## src/rtl/arm_mem_pkg.sv

```systemverilog
// Shared types and lane helpers for the ARM core memory bridge.
// Lane functions work one byte lane at a time so they hold for any DATA_W.
package arm_mem_pkg;

  typedef enum logic [1:0] {
    IDLE = 2'd0,
    REQ  = 2'd1,
    DONE = 2'd2
  } state_t;

  // Byte enable for one lane: every lane for word ops, only the addressed lane for byte ops.
  function automatic logic lane_enable(input logic byte_op, input int sel, input int lane);
    return !byte_op || (sel == lane);
  endfunction

  // Write byte for one lane: byte ops replicate the low byte across all lanes.
  function automatic logic [7:0] lane_byte(input logic byte_op, input logic [7:0] low,
                                           input logic [7:0] own);
    return byte_op ? low : own;
  endfunction

endpackage

```

## src/rtl/arm_lane_steer.sv

```systemverilog
// Combinational byte-lane steering: write enables/data toward memory and
// zero-extended byte extraction on the read path.
module arm_lane_steer
  import arm_mem_pkg::*;
#(
  parameter int DATA_W = 32,
  parameter int BE_W   = DATA_W / 8,
  parameter int LANE_W = $clog2(BE_W)
) (
  input  logic              byte_op,
  input  logic [LANE_W-1:0] lane,
  input  logic [DATA_W-1:0] wdata,
  input  logic [DATA_W-1:0] rdata,
  output logic [BE_W-1:0]   be,
  output logic [DATA_W-1:0] steered_wdata,
  output logic [DATA_W-1:0] extracted_rdata
);

  logic [7:0] rbyte;

  for (genvar gi = 0; gi < BE_W; gi++) begin : g_lane
    assign be[gi]                  = lane_enable(byte_op, int'(lane), gi);
    assign steered_wdata[8*gi +: 8] = lane_byte(byte_op, wdata[7:0], wdata[8*gi +: 8]);
  end

  assign rbyte           = rdata[{lane, 3'b000} +: 8];
  assign extracted_rdata = byte_op ? {{(DATA_W-8){1'b0}}, rbyte} : rdata;

endmodule

```

## src/rtl/arm_mem_bridge.sv

```systemverilog
// Bridge from the multicycle core's memory port to a req/ack memory, with
// core stall, byte-lane handling and a bus timeout that sets a sticky error.
module arm_mem_bridge
  import arm_mem_pkg::*;
#(
  parameter int DATA_W  = 32,
  parameter int ADDR_W  = 32,
  parameter int TIMEOUT = 255,
  localparam int BE_W   = DATA_W / 8
) (
  input  logic              clk,
  input  logic              reset,
  input  logic              core_req,
  input  logic              MemWrite,
  input  logic              ByteOp,
  input  logic [ADDR_W-1:0] Adr,
  input  logic [DATA_W-1:0] WriteData,
  output logic [DATA_W-1:0] ReadData,
  output logic              Stall,
  output logic              BusErr,
  input  logic              err_clr,
  output logic              mem_req,
  output logic              mem_we,
  output logic [ADDR_W-1:0] mem_adr,
  output logic [DATA_W-1:0] mem_wdata,
  output logic [BE_W-1:0]   mem_be,
  input  logic              mem_ack,
  input  logic [DATA_W-1:0] mem_rdata
);

  localparam int LANE_W = $clog2(BE_W);
  localparam int CNT_W  = $clog2(TIMEOUT + 1);
  localparam logic [CNT_W-1:0] CNT_LAST = CNT_W'(TIMEOUT - 1);

  state_t            state_reg;
  logic [CNT_W-1:0]  cnt_reg;
  logic [LANE_W-1:0] lane_reg;
  logic              byte_reg;

  logic              sel_byte;
  logic [LANE_W-1:0] sel_lane;
  logic [BE_W-1:0]   steer_be;
  logic [DATA_W-1:0] steer_wdata;
  logic [DATA_W-1:0] steer_rdata;

  // The write side is only used while capturing in IDLE (live core inputs),
  // the read side only in REQ (latched access), so one steering block serves both.
  assign sel_byte = (state_reg == IDLE) ? ByteOp : byte_reg;
  assign sel_lane = (state_reg == IDLE) ? Adr[LANE_W-1:0] : lane_reg;

  arm_lane_steer #(
    .DATA_W (DATA_W),
    .BE_W   (BE_W),
    .LANE_W (LANE_W)
  ) u_steer (
    .byte_op         (sel_byte),
    .lane            (sel_lane),
    .wdata           (WriteData),
    .rdata           (mem_rdata),
    .be              (steer_be),
    .steered_wdata   (steer_wdata),
    .extracted_rdata (steer_rdata)
  );

  always_comb begin
    Stall = 1'b0;
    case (state_reg)
      IDLE:    Stall = core_req;
      REQ:     Stall = 1'b1;
      default: Stall = 1'b0;
    endcase
  end

  always_ff @(posedge clk) begin
    if (reset) begin
      state_reg <= IDLE;
      cnt_reg   <= '0;
      lane_reg  <= '0;
      byte_reg  <= 1'b0;
      mem_req   <= 1'b0;
      mem_we    <= 1'b0;
      mem_adr   <= '0;
      mem_wdata <= '0;
      mem_be    <= '0;
      ReadData  <= '0;
      BusErr    <= 1'b0;
    end else begin
      // A timeout in the same cycle overrides this clear below.
      if (err_clr) BusErr <= 1'b0;
      case (state_reg)
        IDLE: begin
          if (core_req) begin
            mem_req   <= 1'b1;
            mem_we    <= MemWrite;
            mem_adr   <= {Adr[ADDR_W-1:LANE_W], {LANE_W{1'b0}}};
            mem_be    <= steer_be;
            mem_wdata <= steer_wdata;
            lane_reg  <= Adr[LANE_W-1:0];
            byte_reg  <= ByteOp;
            cnt_reg   <= '0;
            state_reg <= REQ;
          end
        end
        REQ: begin
          cnt_reg <= cnt_reg + CNT_W'(1);
          if (mem_ack) begin
            ReadData  <= steer_rdata;
            mem_req   <= 1'b0;
            mem_we    <= 1'b0;
            state_reg <= DONE;
          end else if (cnt_reg == CNT_LAST) begin
            BusErr    <= 1'b1;
            ReadData  <= '0;
            mem_req   <= 1'b0;
            mem_we    <= 1'b0;
            state_reg <= DONE;
          end
        end
        default: state_reg <= IDLE;
      endcase
    end
  end

endmodule

```

## config.mk

```make
export PLATFORM = sky130hd
export DESIGN_NAME = arm_mem_bridge
export DESIGN_NICKNAME = d
export VERILOG_FILES = /design/src/rtl/arm_mem_pkg.sv /design/src/rtl/arm_lane_steer.sv /design/src/rtl/arm_mem_bridge.sv
export SDC_FILE = /design/constraint.sdc
export NUM_CORES = 1
export LEC_CHECK = 0
export CORE_MARGIN = 2
export CORE_UTILIZATION = 34
export CTS_CLUSTER_SIZE = 28
export DETAILED_ROUTE_END_ITERATION = 8
export PLACE_DENSITY = 0.65
export SKIP_LAST_GASP = 1
export SYNTH_ARGS = -nofsm -noshare
export SYNTH_HDL_FRONTEND = slang
export SYNTH_HIERARCHICAL = 1
export SYNTH_SLANG_ARGS = --single-unit
```

## constraint.sdc

```tcl
create_clock -name clk -period 4.3 [get_ports clk]
set_clock_uncertainty 0.15 [all_clocks]
set_input_delay 0.645 -clock clk [delete_from_list [all_inputs] [get_ports clk]]
set_output_delay 0.645 -clock clk [all_outputs]
set_load 0.05 [all_outputs]
```

Word level (Yosys, flattened, before mapping)
Cells that the tools add are included.
{"block": "totals", "out_inout_bits": 104, "ff_bits": 114, "wordCells": 59, "in_bits": 103}
{"block": "op_classes", "reduce_logical": 14, "mux": 25, "n_addsub": 1, "eq_ne": 7, "n_shift": 1}
{"operator": "$mux W32", "n": 3}
{"operator": "$mux W8", "n": 4}
{"operator": "$shiftx A32 B6 Y8", "n": 1}
{"operator": "$pmux W8 S2", "n": 1}
{"operator": "$mux W1", "n": 9}
{"operator": "$add A8 B1 Y8 const B", "n": 1}
{"operator": "$eq A8 B8 Y1 const B", "n": 1}
{"operator": "$mux W2", "n": 4}
{"operator": "$reduce_and A2 Y1", "n": 4}
{"operator": "$pmux W1 S2", "n": 3}
{"operator": "$eq A2 B1 Y1 const B", "n": 2}
{"operator": "$eq A2 B2 Y1 const B", "n": 2}
{"operator": "$logic_not A2 Y1", "n": 2}
{"operator": "$logic_or A1 B1 Y1", "n": 4}
{"operator": "$pmux W2 S2", "n": 1}
{"operator": "$reduce_bool A2 Y1", "n": 2}
{"operator": "$ne A3 B3 Y1 const B", "n": 1}
{"operator": "$reduce_and A3 Y1", "n": 1}
{"operator": "$ne A2 B2 Y1 const B", "n": 1}
{"operator": "$logic_not A1 Y1", "n": 1}

Longest topological paths before layout
Gate-level depths: netlist of run 1.
{"block": "depth", "ltp_word": 5, "depth_mapped": 8, "ltp_nobuf": 6}

Hierarchy
Netlist of run 1, hierarchy kept.
{"mod": "arm_mem_bridge", "instances": 1, "cells_per_inst": 518, "area_each_um2": 4270.3, "seq_area_each_um2": 2282.2}
{"mod": "arm_lane_steer", "instances": 1, "cells_per_inst": 138, "area_each_um2": 887.1, "seq_area_each_um2": 0.0}

Worst setup path after synthesis of run 1
OpenSTA, ideal clock, no wires.
{"block": "synth_path", "path_kind": "input -> output", "start": "input core_req", "end": "output Stall", "path_buffers": 0, "slack_ns": 2.188, "arrival_time_ns": 1.317, "required_ns": 3.505, "cell_stages": 3, "cell_sequence": "nor3b_1 -> nor2_2 -> inv_1"}
{"block": "synth_via", "elab_chain_cells": 1}
{"item": "from (decl)", "line_no": "arm_mem_bridge.sv:13", "source": "input logic core_req,"}
{"item": "$pmux W1 S2", "line_no": "arm_mem_bridge.sv:67", "source": "case (state_reg)"}
{"item": "to (decl)", "line_no": "arm_mem_bridge.sv:19", "source": "output logic Stall,"}
Every way passes these cells.

Worst setup path in the final report of run 1
Ends and elaborated chain as after synthesis.

==> impl_metrics.toml, run 1 <==
[drt]
wl_per_cell_um = 15.0
wirelength_um = 15500
dr_total_vias = 4816
ant_nets = 0
vias_per_cell = 4.68
first_iter_violations = 279
drcViolationCount = 0
first_pass_iters = 4

[timing]
min_period_ps = 3090
fmax_ghz = 0.324
setup_slack_ps = 1210
slew_violations = 0
setup_tns_ps = 0
setup_viol = 0
fin_hold_ws_ps = 301
rsz0062_at_grt = "false"
worst_pin_slew_ps = 1200
relSlewSlack_pct = 20.2
finalHoldViolCount = 0
post-route-period-util_pct = 71.9

[placed_design]
globalplace.congestion = 0.764
dp.cells = 998
place_hpwl_um = 10600
port_buffers = 204
pre_cts_ws_ps = 1230

[clock_network]
clockBufferDepth = 2
post_cts_buffers = 0
cts_root_buf = "clkbuf_16"
ctsResizeCount = 0
clk_pin_slew_ps = 50
htreeDepth = 4
clk_latency_ps = 410
cts.sinks = 114
cts_hold_buf = 0
cts_tree = "built"
cts_buffers = 17

[critical_path]
cp_max_fo = 4
crit_arrival_ps = 2300
crit_path_start = "core_req"
crit_chain = "clkdlybuf4s50_1 > nor3b_2 > nor2_2 > inv_1 > clkdlybuf4s50_1"
crit_path_frequent_cell = "clkdlybuf4s50_1"
reg2reg_from = "state_reg[1]"
cp-end-kind = "primary output"
max_stage_delay_ps = 800
slowest_stage = "clkdlybuf4s50_1"
crit_path_start_kind = "input pin"
critPathRequiredTime_ps = 3500
worst-path-buf-inv = 3
critical_path.top_delay_family = "buffers and inverters"
worstSetupPathType = "in -> out"

[yosys]
synth.ff_latch_count = 114
synth.avg_cell_area_um2 = 7.86
synthSimpleGateAreaFrac_pct = 23.7
synth_mux_area_share_pct = 2.64
synth_xor_xnor_area_share_pct = 0
yosysSeqAreaShare_pct = 44.3
synth_top_family_by_area = "simple AND/OR/NAND/NOR gates"
netlist-cell-type-count = 38
yosysWarnings = 6
synthCells = 656
ys_async_sr_fraction_pct = 0
yosys_most_used_dff = "dfxtp_1"
syn-cell-area_um2 = 5160
synth_compound_area_share_pct = 17.9
synth-edff-count = 0
synthAdderAreaFrac_pct = 0.485

[floorplanning]
io_pins = 207
die_x_um = 127
start_util_pct = 34.3
die_h_um = 127
die_area_um2 = 16200
core_um2 = 15000
num_rows = 45

[finish]
final_cell_mix = "nand2_1, clkdlybuf4s50_1, dfxtp_1"
diodes = 0
layout_commonest_cell = "nand2_1"
area_growth_syn_to_layout_pct = 48.9
drive_gt1_share_pct = 8.08
fin_nets = 934
fin_cells = 1030
top_regs = "ReadData: 32 flops, mem_wdata: 32 flops, mem_adr: 30 flops"

[status]
status = "complete, no violations"

[grt]
track_usage_pct = 19.0
grt_pass1_wl_um = 24000
grt_pass1_vias = 4524
antenna_found_initial = 0
grt_max_degree = 74
grt_overflow = 0

[pwr]
leakage_nw = 2.89
power-per-cell-area_nw_per_um2 = 431
finalPower_mw = 3.31
peakVddDrop_uv = 260

[run]
drv_cap = 0

[worst_hold_path]
hold_path.startpoint = "mem_wdata[11]"
hp-class = "reg -> reg"
cell usage after synthesis, drive strengths merged (2+ instances only):
cell type,count,area share (%)
and4,2,0.44
nor2,15,1.1
mux2,5,1.1
buf,47,7.5
and2,2,0.24
o21ai,29,3.0
nor3,3,0.29
nor2b,26,3.2
dfxtp,114,44
inv,37,2.7
nand2,214,16
ha,2,0.49
a21oi,106,11
a31oi,2,0.24
nor4bb,8,1.6
clkbuf,10,0.73
nand3,4,0.39
a41oi,2,0.34
a221oi,8,2.3
mux2i,8,1.6
worst min-delay path: stages, from the launching register on:
cell and delay [ps]:
dfxtp_1 300, nand2_1 50, a21oi_1 50
cell families (layout without fill, tap and decap cells):
logic type,after synthesis,in the layout
simple gates,280,280
compound gates,152,152
flops,114,114
buf+inv,94,279
mux,13,13
fa+ha+maj,2,2
other cells,1,2
area by class of cell:
class | count | area [um^2]
clock inverter | 11 | 159
tap | 188 | 235
multi-input combinational | 449 | 2320
fill | 1482 | 7350
sequential | 114 | 2280
clock buffer | 21 | 460
timing repair buffer | 210 | 2080
inverter | 37 | 139
final timing paths:
path,cells past startpoint,slack [ps],endpoint
setup reg to reg,7,1660,ReadData[6]
setup / recovery,5,1210,Stall
hold / removal,2,300,mem_wdata[11]
hold reg to reg,2,300,mem_wdata[11]
report_power, final:
| part | switching, mW | internal (mW) |
|---|---|---|
| combinational | 0.424 | 0.259 |
| clock | 0.490 | 0.994 |
| sequential | 0.0300 | 1.12 |
per-stage QoR:
stage | utilization, % | cell area, um^2
after floorplan | - | 5160
after global placement | 47.0 | 7060
after detailed placement | 47.0 | 7060
after CTS | 51.1 | 7680
after global routing | 51.1 | 7680
final | 51.1 | 7680
routing by layer:
layer  track usage, %  vias up  part of all wire, %
li1                 -     2476                    -
met1             25.4     2171                   46
met2             29.4      152                   46
met3             5.86       17                  6.5
met4             6.21        0                  1.6
met5                0        -                    0
No activity file was read; power rests on OpenSTA's default activity.
==> inputs of run 2 (changes only) <==
PLACE_DENSITY = 0.68   (was 0.65)
clock period = 2.8 ns   (was 4.3 ns; I/O delays follow)
==> run 2 against run 1 <==
- final cell count increased by 0.49%
- sequential cell count unchanged
- register-to-register slack got worse by 1100 ps
- utilization increased by 0.27 points
- worst setup slack got worse by 840 ps
==> impl_metrics.toml, run 2 (same netlist as run 1, synthesis figures left out) <==
[status]
status = "complete, no violations"

[critical_path]
cp_max_fo = 8
slowest_stage = "nor2b_1"
reg2reg_from = "state_reg[1]"
cp-end-kind = "primary output"
worstSetupPathType = "reg -> out"
critPathRequiredTime_ps = 2230
crit_path_start = "state_reg[0]"
regToRegSetupSlack_ps = 550
crit_chain = "nor2b_1 > nor2_2 > inv_1 > buf_12"
crit_arrival_ps = 1860
reg2reg_depth = 6
critPathCapture = "Stall"
r2r-end = "ReadData[2]"
max_stage_delay_ps = 560
crit_path_start_kind = "register"

[clock_network]
cts_hold_buf = 0
post_cts_buffers = 0
clockBufferDepth = 2
clk_pin_slew_ps = 50
cts_buffers = 17
ctsResizeCount = 0
cts_root_buf = "clkbuf_16"
htreeDepth = 4
cts.sinks = 114
cts_tree = "built"
clk_latency_ps = 420

[finish]
final_cell_mix = "nand2_1, clkdlybuf4s50_1, dfxtp_1"
final-seq-area_um2 = 2280
fillers = 1446
layout_commonest_cell = "nand2_1"
drive_gt1_share_pct = 8.85
diodes = 0
top_regs = "ReadData: 32 flops, mem_wdata: 32 flops, mem_adr: 30 flops"
area_growth_syn_to_layout_pct = 49.7
multi_input_area_um2 = 2320
fin_nets = 939

[timing]
relSlewSlack_pct = 58.4
min_period_ps = 2430
setup_viol = 0
post-route-period-util_pct = 86.9
worst_pin_slew_ps = 623
rsz0062_at_grt = "false"
setup_tns_ps = 0
fmax_ghz = 0.411
finalHoldViolCount = 0
slew_violations = 0

[pwr]
finalPower_mw = 5.00
peakVddDrop_uv = 440
power-per-cell-area_nw_per_um2 = 647
leakage_nw = 2.91

[grt]
track_usage_pct = 19.0
grt_pass1_wl_um = 24200
grt_overflow = 0
antenna_found_initial = 0
grt_max_degree = 74
grt_pass1_vias = 4578

[placed_design]
globalplace.congestion = 0.782
port_buffers = 204
place_hpwl_um = 10600

[drt]
wl_per_cell_um = 14.9
drcViolationCount = 0
first_pass_iters = 5
first_iter_violations = 280
wirelength_um = 15400
dr_total_vias = 4907
vias_per_cell = 4.74
ant_nets = 0

[floorplanning]
num_rows = 45
die_x_um = 127
die_h_um = 127
core_um2 = 15000
io_pins = 207
start_util_pct = 34.3
die_area_um2 = 16200

[run]
drv_cap = 0

[worst_hold_path]
hold_path.startpoint = "reset"
hp-class = "in -> reg"
-- run 2: cell types whose count changed in the layout (fill, tap and decap cells not counted) --
cell             delta
clkinvlp_4          +3
clkdlybuf4s50_1     -1
clkinv_2            -2
clkinv_4            -1
clkbuf_8            +3
buf_12              +2
bufinv_16           -2
clkbuf_1            -1
buf_4               +4
-- run 2: layout make-up --
class                           count  area share (%)
Clock inverter                      9            1.33
Clock buffer                       23            6.45
Multi-Input combinational cell    449            30.1
Timing Repair Buffer              215            27.7
Inverter                           37            1.80
Tap cell                          188            3.05
Sequential cell                   114            29.6
-- run 2: power by group --
group	internal (mW)	switching, mW	total (mW)
registers	1.71	0.0493	1.76
logic	0.410	0.648	1.06
clock network	1.42	0.758	2.18
-- run 2: worst min-delay path by stage --
stage	cells past startpoint	slack, ps	endpoint
final	2	260	mem_adr[2]
after global routing	2	280	mem_adr[27]
after CTS	2	240	mem_adr[27]
after detailed placement	2	300	ReadData[3]
after global placement	2	290	mem_adr[24]
after floorplan	2	280	byte_reg
-- run 2: worst max-delay path: cells and delay by family, from the launching register on --
family	cells	cell delay [ps]
simple gates	2	710
buf+inv	2	300
flops	1	440
-- run 2: metal layers --
metal	wire, um	global-route usage [%]
met1	7030	24.7
met2	7130	29.9
met3	944	5.70
met4	332	7.24
met5	0	0
-- run 2: per-stage QoR --
stage / utilization (%) / hold slack [ps] / setup WS, ps / area [um^2] / cells
5_1_grt: 51.4 / 277 / 219 / 7720 / 1035
3_5_place_dp: 47.4 / 297 / 363 / 7120 / 1003
2_1_floorplan: - / 284 / 919 / 5160 / 657
6_report: 51.4 / 255 / 367 / 7720 / 1035
3_3_place_gp: 47.4 / 291 / 383 / 7120 / 1003
4_1_cts: 51.4 / 241 / 368 / 7720 / 1035
